File: src/rtl/ascii_seg7_scroller.sv
// ASCII-to-7-segment display stage: small character FIFO feeding a show/gap display sequencer.
// Optional macro SEG7_DP_HEARTBEAT_EN lights the decimal point on alternate glyphs.
//
// state | meaning
// IDLE  | nothing displayed, waiting for a buffered character
// SHOW  | glyph on seg, timer counting down the hold time
// GAP   | seg blanked, timer counting down the gap time
module ascii_seg7_scroller #(
   parameter int DEPTH       = 4,
   parameter int HOLD_CYCLES = 1000,
   parameter int GAP_CYCLES  = 100
) (
   input  logic       clk,
   input  logic       rst_n,
   input  logic       ena,
   input  logic [7:0] char_in,
   input  logic       char_valid,
   output logic       char_ready,
   output logic [7:0] seg,
   output logic       busy
);

   localparam int AW   = $clog2(DEPTH);
   localparam int CNTW = AW + 1;
   localparam int MAXC = (HOLD_CYCLES > GAP_CYCLES) ? HOLD_CYCLES : GAP_CYCLES;
   localparam int TW   = $clog2(MAXC + 1);
   localparam logic [TW-1:0] HOLD_LD = TW'(HOLD_CYCLES - 1);
   localparam logic [TW-1:0] GAP_LD  = (GAP_CYCLES > 0) ? TW'(GAP_CYCLES - 1) : '0;
   localparam bit NO_GAP = (GAP_CYCLES == 0);

   typedef enum logic [1:0] {ST_IDLE, ST_SHOW, ST_GAP} state_t;

   state_t          state;
   logic [TW-1:0]   timer;
   logic [7:0]      mem [DEPTH];
   logic [AW-1:0]   wr_ptr, rd_ptr;
   logic [CNTW-1:0] count;
   logic            empty, full, push, load, tc;
   logic [6:0]      head_glyph;
`ifdef SEG7_DP_HEARTBEAT_EN
   logic            dp_flag;
`endif

   function automatic logic [6:0] glyph(input logic [7:0] ch);
      logic [7:0] u;
      u = (ch >= 8'h61 && ch <= 8'h7A) ? ch - 8'd32 : ch;
      case (u)
         "0": glyph = 7'h3F;  "1": glyph = 7'h06;  "2": glyph = 7'h5B;  "3": glyph = 7'h4F;
         "4": glyph = 7'h66;  "5": glyph = 7'h6D;  "6": glyph = 7'h7D;  "7": glyph = 7'h07;
         "8": glyph = 7'h7F;  "9": glyph = 7'h6F;
         "A": glyph = 7'h77;  "B": glyph = 7'h7C;  "C": glyph = 7'h39;  "D": glyph = 7'h5E;
         "E": glyph = 7'h79;  "F": glyph = 7'h71;  "G": glyph = 7'h3D;  "H": glyph = 7'h76;
         "I": glyph = 7'h30;  "J": glyph = 7'h1E;  "K": glyph = 7'h75;  "L": glyph = 7'h38;
         "M": glyph = 7'h37;  "N": glyph = 7'h54;  "O": glyph = 7'h5C;  "P": glyph = 7'h73;
         "Q": glyph = 7'h67;  "R": glyph = 7'h50;  "S": glyph = 7'h6D;  "T": glyph = 7'h78;
         "U": glyph = 7'h3E;  "V": glyph = 7'h1C;  "W": glyph = 7'h2A;  "X": glyph = 7'h76;
         "Y": glyph = 7'h6E;  "Z": glyph = 7'h5B;
         " ": glyph = 7'h00;
         default: glyph = 7'h40;
      endcase
   endfunction

   // load = pop the FIFO head onto the display; gap-less builds chain glyphs straight from SHOW
   always_comb begin
      empty      = (count == '0);
      full       = (count == CNTW'(DEPTH));
      char_ready = ena & ~full;
      push       = char_valid & char_ready;
      tc         = (timer == '0);
      load       = ena & ~empty & ((state == ST_IDLE) |
                                   (state == ST_SHOW & tc & NO_GAP) |
                                   (state == ST_GAP & tc));
      busy       = (state != ST_IDLE) | ~empty;
      head_glyph = glyph(mem[rd_ptr]);
   end

   always_ff @(posedge clk) begin
      if (push) mem[wr_ptr] <= char_in;
   end

   always_ff @(posedge clk) begin
      if (!rst_n) begin
         wr_ptr <= '0;
         rd_ptr <= '0;
         count  <= '0;
      end else begin
         if (push) wr_ptr <= wr_ptr + AW'(1);
         if (load) rd_ptr <= rd_ptr + AW'(1);
         if (push & ~load)      count <= count + CNTW'(1);
         else if (~push & load) count <= count - CNTW'(1);
      end
   end

   always_ff @(posedge clk) begin
      if (!rst_n) begin
         state <= ST_IDLE;
         timer <= '0;
         seg   <= 8'h00;
`ifdef SEG7_DP_HEARTBEAT_EN
         dp_flag <= 1'b0;
`endif
      end else if (ena) begin
         if (load) begin
            state <= ST_SHOW;
            timer <= HOLD_LD;
`ifdef SEG7_DP_HEARTBEAT_EN
            dp_flag <= ~dp_flag;
            seg     <= {~dp_flag, head_glyph};
`else
            seg     <= {1'b0, head_glyph};
`endif
         end else begin
            case (state)
               ST_IDLE: seg <= 8'h00;
               ST_SHOW: begin
                  if (!tc) begin
                     timer <= timer - TW'(1);
                  end else if (!NO_GAP) begin
                     seg   <= 8'h00;
                     timer <= GAP_LD;
                     state <= ST_GAP;
                  end else begin
                     seg   <= 8'h00;
                     state <= ST_IDLE;
                  end
               end
               ST_GAP: begin
                  if (!tc) begin
                     timer <= timer - TW'(1);
                  end else begin
                     seg   <= 8'h00;
                     state <= ST_IDLE;
                  end
               end
               default: begin
                  seg   <= 8'h00;
                  state <= ST_IDLE;
               end
            endcase
         end
      end
   end

endmodule

File: config.mk
export PLATFORM = sky130hd
export DESIGN_NAME = ascii_seg7_scroller
export DESIGN_NICKNAME = d
export VERILOG_FILES = /design/src/rtl/ascii_seg7_scroller.sv
export SDC_FILE = /design/constraint.sdc
export NUM_CORES = 1
export LEC_CHECK = 0
export ABC_CLOCK_PERIOD_IN_PS = 2900
export CORE_MARGIN = 1.5
export CORE_UTILIZATION = 45
export DETAILED_ROUTE_END_ITERATION = 10
export GPL_TIMING_DRIVEN = 0
export HOLD_SLACK_MARGIN = 0.12
export PLACE_DENSITY = 0.66
export SLEW_MARGIN = 15
export SYNTH_ARGS = -nofsm -noshare
export SYNTH_HDL_FRONTEND = slang
export SYNTH_SLANG_ARGS = --single-unit
File: constraint.sdc
create_clock -name clk -period 2.9 [get_ports clk]
set_input_delay 0.58 -clock clk [delete_from_list [all_inputs] [get_ports clk]]
set_output_delay 0.58 -clock clk [all_outputs]
set_load 0.03 [all_outputs]
# Word level (Yosys, flattened, before mapping)

Memories as Yosys holds them, arrays and structs flattened. A register that Yosys moved wholly into a read port is not among the register bits.
Index checks and enable logic that the tools add are counted.

Output and inout bits: 10
Bits in read-only memories: 896
Register bits: 27
Memories: 2
Bits of input ports: 12
Memory bits (writable): 32

Mux-type cells: 19
$add $sub $neg: 6
Equal/unequal tests: 8
Bitwise logic cells: 13
Reductions and logical operators: 11
Order comparisons: 2

Memories:

| name            | depth | bits a word | rd ports | clocked after Yosys merged registers in | wr ports | RTL line | source |
|---|---|---|---|---|---|---|---|
| (no name shown) | 128   | 7           | 1        | 0                                       | 0        | 47       | `case (u)` |
| mem             | 4     | 8           | 1        | 1                                       | 1        | 35       | `logic [7:0] mem [DEPTH];` |

Operator list:

| operator                                                                            | count |
|---|---|
| 8-bit 2-to-1 mux                                                                    | 4 |
| 10-bit 2-to-1 mux                                                                   | 3 |
| 10-bit case mux with 2 select lines                                                 | 1 |
| 10-bit logical NOT                                                                  | 1 |
| 2-bit 2-to-1 mux                                                                    | 5 |
| 10-bit by 1-bit subtractor with 10-bit output, second input constant                | 1 |
| 3-bit != test, second input constant                                                | 3 |
| 8-bit by 7-bit greater-or-equal comparator with 1-bit output, second input constant | 1 |
| 8-bit by 7-bit less-or-equal comparator with 1-bit output, second input constant    | 1 |
| 8-bit by 6-bit subtractor with 8-bit output, second input constant                  | 1 |
| 1-bit bitwise AND                                                                   | 7 |
| 7-bit 2-to-1 mux                                                                    | 1 |
| 3-bit 2-to-1 mux                                                                    | 2 |
| 2-bit case mux with 3 select lines                                                  | 1 |
| 2-bit by 1-bit adder with 2-bit output, second input constant                       | 2 |
| 1-bit NOT                                                                           | 4 |
| 4-bit AND reduction                                                                 | 1 |
| 2-bit nonzero test                                                                  | 2 |
| 3-bit by 1-bit adder with 3-bit output, second input constant                       | 1 |
| 3-bit == test, second input constant                                                | 1 |
| 3-bit logical NOT                                                                   | 1 |
| 3-bit by 1-bit != test with 1-bit output, second input constant                     | 1 |
| 3-bit AND reduction                                                                 | 1 |
| 3-bit nonzero test                                                                  | 1 |
| 10 further kinds                                                                    | 12 |

# Logic depth before layout (Yosys ltp)

Gate-level depths: netlist (run 1).

Depth in word-level cells: 8
Mapped depth: 11
Mapped depth without buffers: 11

# Worst setup path after synthesis (run 1)

Ideal clock, no wire load.

Path kind: flip-flop to flip-flop
Start: register (tool-made name)
End: register seg[2]
Setup slack: -0.100 ns
Buffers on the path: 1
Setup time: 0.086 ns
Required time: 2.814 ns
Arrival time: 2.914 ns
Stages on the path, launching flop included: 10
Cell sequence: dfxtp_1 buf_2 mux4_2 inv_1 ha_1 nor3b_1 o311a_1 o41ai_4 o2111ai_1 a221oi_2

RTL lines:

| element              | RTL line | source |
|---|---|---|
| to (signal assigned) | 110      | `seg <= {1'b0, head_glyph};` |
| to (decl)            | 19       | `output logic [7:0] seg,` |

==> impl_metrics.ini, run 1 <==
[status]
status = finished, final reports clean

[yosys]
synth_fp_nets = 366
synth_top_cells_by_area = edfxtp_1 28%, dfxtp_1 16%, ha_1 6.9%, mux4_2 5.9%, nor2_1 3.2%
synth.avg_cell_area_um2 = 10.3
synthArstFlopShare_pct = 0
synthCells = 334
synth_area_um2 = 3450
yosys_warnings = 0
synth_seq_cells = 60
synth_edf_count = 32
synth_area_leader_cell = edfxtp_1
ys.flop_type = edfxtp_1
synth.distinct_cells = 61
yosysSeqAreaShare_pct = 44.1
synth_top_area_share_pct = 27.8

[clocking]
clock-sinks = 60
clockBufferDepth = 2
htree_levels = 3
clock_latency_ns = 0.34
cts_buffers = 9
cts_root_buf = clkbuf_8
tritoncts = built
path_clk_slew_ns = 0.07
cts_hold_repair.buffers = 0

[floorplan]
die_x_um = 90.6
coreArea_um2 = 7330
dieArea_um2 = 8200
start_util_pct = 47.1
die_y_um = 90.6
io_pins = 22
rows = 31

[critical_path]
worstPathRequired_ns = 3.10
path_class = reg -> reg
critPathLaunchType = flip-flop
crit_buf_inv = 3
cp_cell_sequence = buf_12 -> mux4_2 -> inv_4 -> ha_4 -> nand2_1 -> or3_4 -> a211oi_4 -> o41ai_4 -> buf_6 -> a311oi_2 -> nor3_1
cp_top_family = compound AO/OA/AOI/OAI gates
crit_path_max_incr_delay_ns = 0.56
cp_max_fo = 9
end_kind = flip-flop
cpMaxStageDelayCell = mux4_2
critPathArrivalTime_ns = 2.99

[pwr]
p_leak_uw = 0.00149
p_int_uw = 2350
max-vdd-ir-drop_v = 0.000419
p_switching_uw = 1640
total_power_uw = 3980
power_frac_comb_pct = 49.6
p_seq_share_pct = 29.3
clock_power_share_pct = 21.1
swShare_pct = 41.1
p_per_area_nw_per_um2 = 946

[timing]
setup_viol = 0
fin_crit_ns = 2.78
hold_ws_ns = 0.494
hold_viol_final = 0
skew_ns = 0.0122
slew_headroom_pct = 59.6
setup-tns-final_ns = 0
fmax_mhz = 359
fin_crit_sh_pct = 96.0
finalMaxSlewViolations = 0
tightest_slew_ns = 0.602

[cells_and_area]
register_area_um2 = 1530
areaGrowthSynthToFinish_pct = 21.9
n_fill_cell = 629
drive_above_1_share_pct = 16.7
diodes = 0
multiInputGateArea_um2 = 1860
final_cells = 482
design_area_um2 = 4210
fin_nets = 410

[drt]
wl_per_cell_um = 15.4
first_pass_iters = 4
drc = 0
routed_wl_um = 7440
via_per_inst = 5.73
drtIter0Drc = 144
via_count = 2761
ant_nets = 0

[place]
dp_hpwl_um = 5170
gp_congestion = 0.922
dp_cells = 453
dpl_cell_area_um2 = 3780
port-buffer-count = 20

[global_routing]
grt_pass1_wl_um = 12600
antenna_found_initial = 0
grt_pass1_vias = 2698
grt_max_degree = 13
track_usage_pct = 19.3
grt-ovfl-total = 0

[min_path]
hold_class = reg -> reg

[run]
max_cap_viol_count = 0
-- final cells by class --
| cell class | count | area share (%) |
|---|---|---|
| tap | 99 | 2.94 |
| inverter | 19 | 1.78 |
| clock buffer | 9 | 2.94 |
| multi-input combinational | 238 | 44.2 |
| clock inverter | 7 | 2.38 |
| timing repair buffer | 33 | 7.17 |
| sequential | 60 | 36.2 |
| buffer | 17 | 2.38 |
-- timing repair --
item / 4_1_cts / 5_1_grt
setup buffers: 6 / 7
endpoints found under the setup margin: 8 / 9
gates resized for setup: 16 / 8
pin swaps: 2 / 6
-- worst min-delay path, delay by kind of cell, from the launching register on --
| kind | cells | cell delay (ns) |
|---|---|---|
| AO/OA/AOI/OAI | 1 | 0.05 |
| flip-flops | 1 | 0.32 |
| AND/OR/NAND/NOR | 1 | 0.07 |
-- flip-flops by register name (all words and copies together) (netlist names), named ones only --
name,flops
count,3
mem,32
rd_ptr,2
seg,7
state,2
timer,10
wr_ptr,2
-- metrics by stage --
stage / setup WS [ns] / util (%)
2_1_floorplan: 0.00322 / -
3_3_place_gp: -0.436 / 51.5
3_5_place_dp: -0.440 / 51.5
4_1_cts: 0.00417 / 56.1
5_1_grt: -0.00562 / 57.4
6_report: 0.116 / 57.4
-- cell families (layout without fill, tap and decap cells) --
kind of cell / Yosys count / after routing / share of synthesized area, %
compound gates: 80 / 80 / 16.5
xor+xnor: 7 / 7 / 1.78
fa+ha+maj: 20 / 20 / 7.47
buf+inv: 36 / 85 / 4.39
flops: 60 / 60 / 44.1
mux: 23 / 23 / 10.1
other cells: 1 / 1 / 0.109
simple gates: 107 / 107 / 15.6
-- cell usage in the layout (no fill, tap or decap), types with 4 or more instances in the layout --
cell type        netlist  routed
nand3_1               12      12
o211ai_1               4       4
a21oi_1               20      19
clkbuf_1               9       8
clkdlybuf4s50_1        0      20
mux4_2                 9       9
a221oi_1               4       4
dfxtp_1               28      27
edfxtp_1              32      32
clkbuf_8               0       9
mux2i_1                9       9
inv_1                 17      16
nand2_1               22      21
o21ai_0               15      15
buf_4                  1      13
a31oi_1                5       5
ha_1                  19      17
nor2b_1                6       6
o21a_1                 7       7
and3_1                 5       5
nor3b_1                4       4
xnor2_1                4       4
nor2_1                29      29
nor3_1                11      11
-- layer usage --
| layer | share of wire [%] | global-route usage (%) | up-vias | wire length, um |
|---|---|---|---|---|
| met5 | 0 | 0 | - | 0 |
| met4 | 2.8 | 10.7 | 0 | 208 |
| met3 | 4.8 | 3.87 | 23 | 360 |
| met2 | 46 | 29.6 | 93 | 3400 |
| met1 | 47 | 25.5 | 1308 | 3480 |
| li1 | - | - | 1337 | - |
-- cells in the mapped netlist, types with 5 or more instances --
| library cell | number |
|---|---|
| mux4_2 | 9 |
| nor2_1 | 29 |
| clkbuf_1 | 9 |
| a21oi_1 | 20 |
| nor3_1 | 11 |
| nand3_1 | 12 |
| nor2b_1 | 6 |
| and3_1 | 5 |
| o21a_1 | 7 |
| a31oi_1 | 5 |
| dfxtp_1 | 28 |
| ha_1 | 19 |
| inv_1 | 17 |
| nand2_1 | 22 |
| mux2i_1 | 9 |
| o21ai_0 | 15 |
| edfxtp_1 | 32 |
-- power groups by stage --
stage	clock network, uW	logic (uW)	registers [uW]
3_3_place_gp	0	1760	1170
4_1_cts	858	1870	1160
5_1_grt	898	2190	1190
6_report	842	1970	1170
3_5_place_dp	0	1780	1170
2_1_floorplan	0	1390	1160
-- path summary, 6_finish.rpt --
| kind | start | cells past startpoint | slack, ns | end |
|---|---|---|---|---|
| worst max-delay path | flip-flop | 11 | 0.12 | seg[4] |
| worst min register to register | seg[5] | 2 | 0.49 | seg[5] |
| worst max register to register | flip-flop | 11 | 0.12 | seg[4] |
| worst min-delay path | seg[5] | 2 | 0.49 | seg[5] |
Power figures use the tool's default switching activity.
==> run 2: changes to the inputs <==
--- a/config.mk
+++ b/config.mk
@@ -5,6 +5,7 @@
 export SDC_FILE = /design/constraint.sdc
 export NUM_CORES = 1
 export LEC_CHECK = 0
+export ABC_AREA = 1
 export ABC_CLOCK_PERIOD_IN_PS = 2900
 export CORE_MARGIN = 1.5
 export CORE_UTILIZATION = 45
==> impl_metrics.ini, run 2 <==
[timing]
tightest_slew_ns = 0.844
finalMaxSlewViolations = 0
setup-tns-final_ns = 0
grt_setup_unrepaired = false
fin_crit_sh_pct = 93.4
hold_viol_final = 0
fmax_mhz = 369
slew_headroom_pct = 43.5
setup_viol = 0
hold_ws_ns = 0.460
skew_ns = 0.00497
fin_crit_ns = 2.71

[clocking]
clock-sinks = 60
clockBufferDepth = 2
cts_setup_buffers = 0
cts_root_buf = clkbuf_8
cts.repair.resized = 0
cts_hold_repair.buffers = 0
path_clk_slew_ns = 0.06
clock_latency_ns = 0.34
tritoncts = built
cts_buffers = 9
htree_levels = 3

[drt]
via_count = 2958
wl_per_cell_um = 12.6
drc = 0
ant_nets = 0
first_pass_iters = 4
drtIter0Drc = 128
routed_wl_um = 7250
via_per_inst = 5.13

[pwr]
p_seq_share_pct = 25.2
clock_power_share_pct = 18.7
p_switching_uw = 1990
power_frac_comb_pct = 56.1
p_per_area_nw_per_um2 = 1070
max-vdd-ir-drop_v = 0.000534
swShare_pct = 45.2
p_leak_uw = 0.00174
p_int_uw = 2420

[yosys]
synthCells = 439
synth_seq_cells = 60
synth.avg_cell_area_um2 = 8.13
synth_top_area_share_pct = 26.9
yosysMostFrequentCell = nand2_1
synth_fp_nets = 471
synth_edf_count = 32
yosys_warnings = 0
yosysSeqAreaShare_pct = 42.7
synth_compound_area_share_pct = 11.4
synth.distinct_cells = 36
synth_top_family_by_area = simple AND/OR/NAND/NOR gates
synth_xor_area_share_pct = 1.23
ys.flop_type = edfxtp_1
synth_common_cells = 104 x nand2_1, 51 x inv_1, 32 x edfxtp_1
synth_area_um2 = 3570
synth_top_cells_by_area = edfxtp_1 27%, dfxtp_1 16%, nand2_1 11%, ha_1 6.7%, inv_1 5.4%
synth_area_leader_cell = edfxtp_1
synthAdderAreaFrac_pct = 7.23
synth-simple-area-share_pct = 27.7
muxShareOfSynthArea_pct = 0
synthArstFlopShare_pct = 0

[cells_and_area]
areaGrowthSynthToFinish_pct = 15.3
final_common_cell = nand2_1
final_cells = 577
layout_common_cells = 104 x nand2_1, 51 x inv_1, 32 x edfxtp_1, 31 x nand3_1, 30 x o21ai_0
largest_register = mem
top_regs = mem x32, timer x10, seg x7
fin_nets = 502
register_area_um2 = 1520
largest_reg_flops = 32
drive_above_1_share_pct = 12.6
n_fill_cell = 736
multiInputGateArea_um2 = 1700
final_util_pct = 53.5
diodes = 0
design_area_um2 = 4110

[critical_path]
critPathLaunchType = input port
end_kind = output port
critPathArrivalTime_ns = 2.13
cp_max_fo = 3
worstPathRequired_ns = 2.32
path_class = in -> out

[run]
max_cap_viol_count = 0

[place]
port-buffer-count = 20
gp_congestion = 0.915
dp_cells = 561
dp_hpwl_um = 5280
dpl_cell_area_um2 = 3890

[global_routing]
grt_pass1_vias = 2897
grt-ovfl-total = 0
grt_max_degree = 11
grt_pass1_wl_um = 12600
track_usage_pct = 18.9
antenna_found_initial = 0

[min_path]
hold_class = reg -> reg

[floorplan]
io_pins = 22
start_util_pct = 46.4
die_x_um = 92.0
dieArea_um2 = 8470
rows = 32
die_y_um = 92.0
coreArea_um2 = 7690

[status]
status = finished, final reports clean
==> run 2: cell count changes after synthesis, sizes merged, moves of 7 or more <==
cell / change
o21ai: +22
nor3: -7
nand3: +28
mux4: -9
a21oi: +8
nand2: +94
inv: +41
mux2i: -9
o21a: -7
==> run 2: worst paths after layout <==
path | startpoint | endpoint | slack, ns | depth (start not counted)
worst max-delay path | ena | char_ready | 0.19 | 4
worst min register to register | rd_ptr[1] | flip-flop | 0.46 | 2
worst min-delay path | rd_ptr[1] | flip-flop | 0.46 | 2
worst max register to register | flip-flop | seg[2] | 0.47 | 16
==> run 2: layer usage <==
metal  wire length [um]  track usage, %  up-vias  part of all wire (%)
met5                  0               0        -                     0
met4                166            8.85        0                   2.3
met3                278            4.81       20                   3.8
met2               3470            32.0       66                    48
met1               3340            22.4     1359                    46
li1                   -               -     1513                     -
==> run 2: worst max-delay path, stage by stage <==
cell and delay, ns:
clkdlybuf4s50_1 0.53, inv_1 0.09, a31oi_1 0.21, clkdlybuf4s50_1 0.71
==> run 2: kinds of logic (layout without fill, tap and decap cells) <==
group | after synthesis | in the layout
buffers and inverters | 71 | 107
and+or+nand+nor | 204 | 204
DFF | 60 | 60
AOI/OAI and AO/OA | 78 | 78
other | 1 | 1
xor gates and xnor gates | 5 | 5
adders and majority gates | 20 | 20
==> run 2: area by class of cell <==
class | count | area share [%]
clock inverters | 4 | 1.76
clock buffers | 12 | 3.53
well taps | 102 | 3.10
plain buffers | 13 | 2.83
flip-flops and latches | 60 | 37.0
multi-input cells | 308 | 41.4
repair buffers | 20 | 4.87
inverters | 58 | 5.54
==> run 2: power groups by stage <==
stage / Sequential, uW / Combinational [uW] / Clock, uW
2_1_floorplan: 1150 / 1900 / 0
3_3_place_gp: 1120 / 2410 / 0
3_5_place_dp: 1130 / 2440 / 0
4_1_cts: 1110 / 2450 / 836
5_1_grt: 1130 / 2790 / 880
6_report: 1110 / 2470 / 826
==> run 2: through the flow <==
stage / power (uW) / setup WS, ns
3_5_place_dp: 3560 / 0.0233
4_1_cts: 4400 / 0.211
2_1_floorplan: 3040 / 0.217
3_3_place_gp: 3530 / 0.0326
6_report: 4410 / 0.191
5_1_grt: 4800 / 0.104
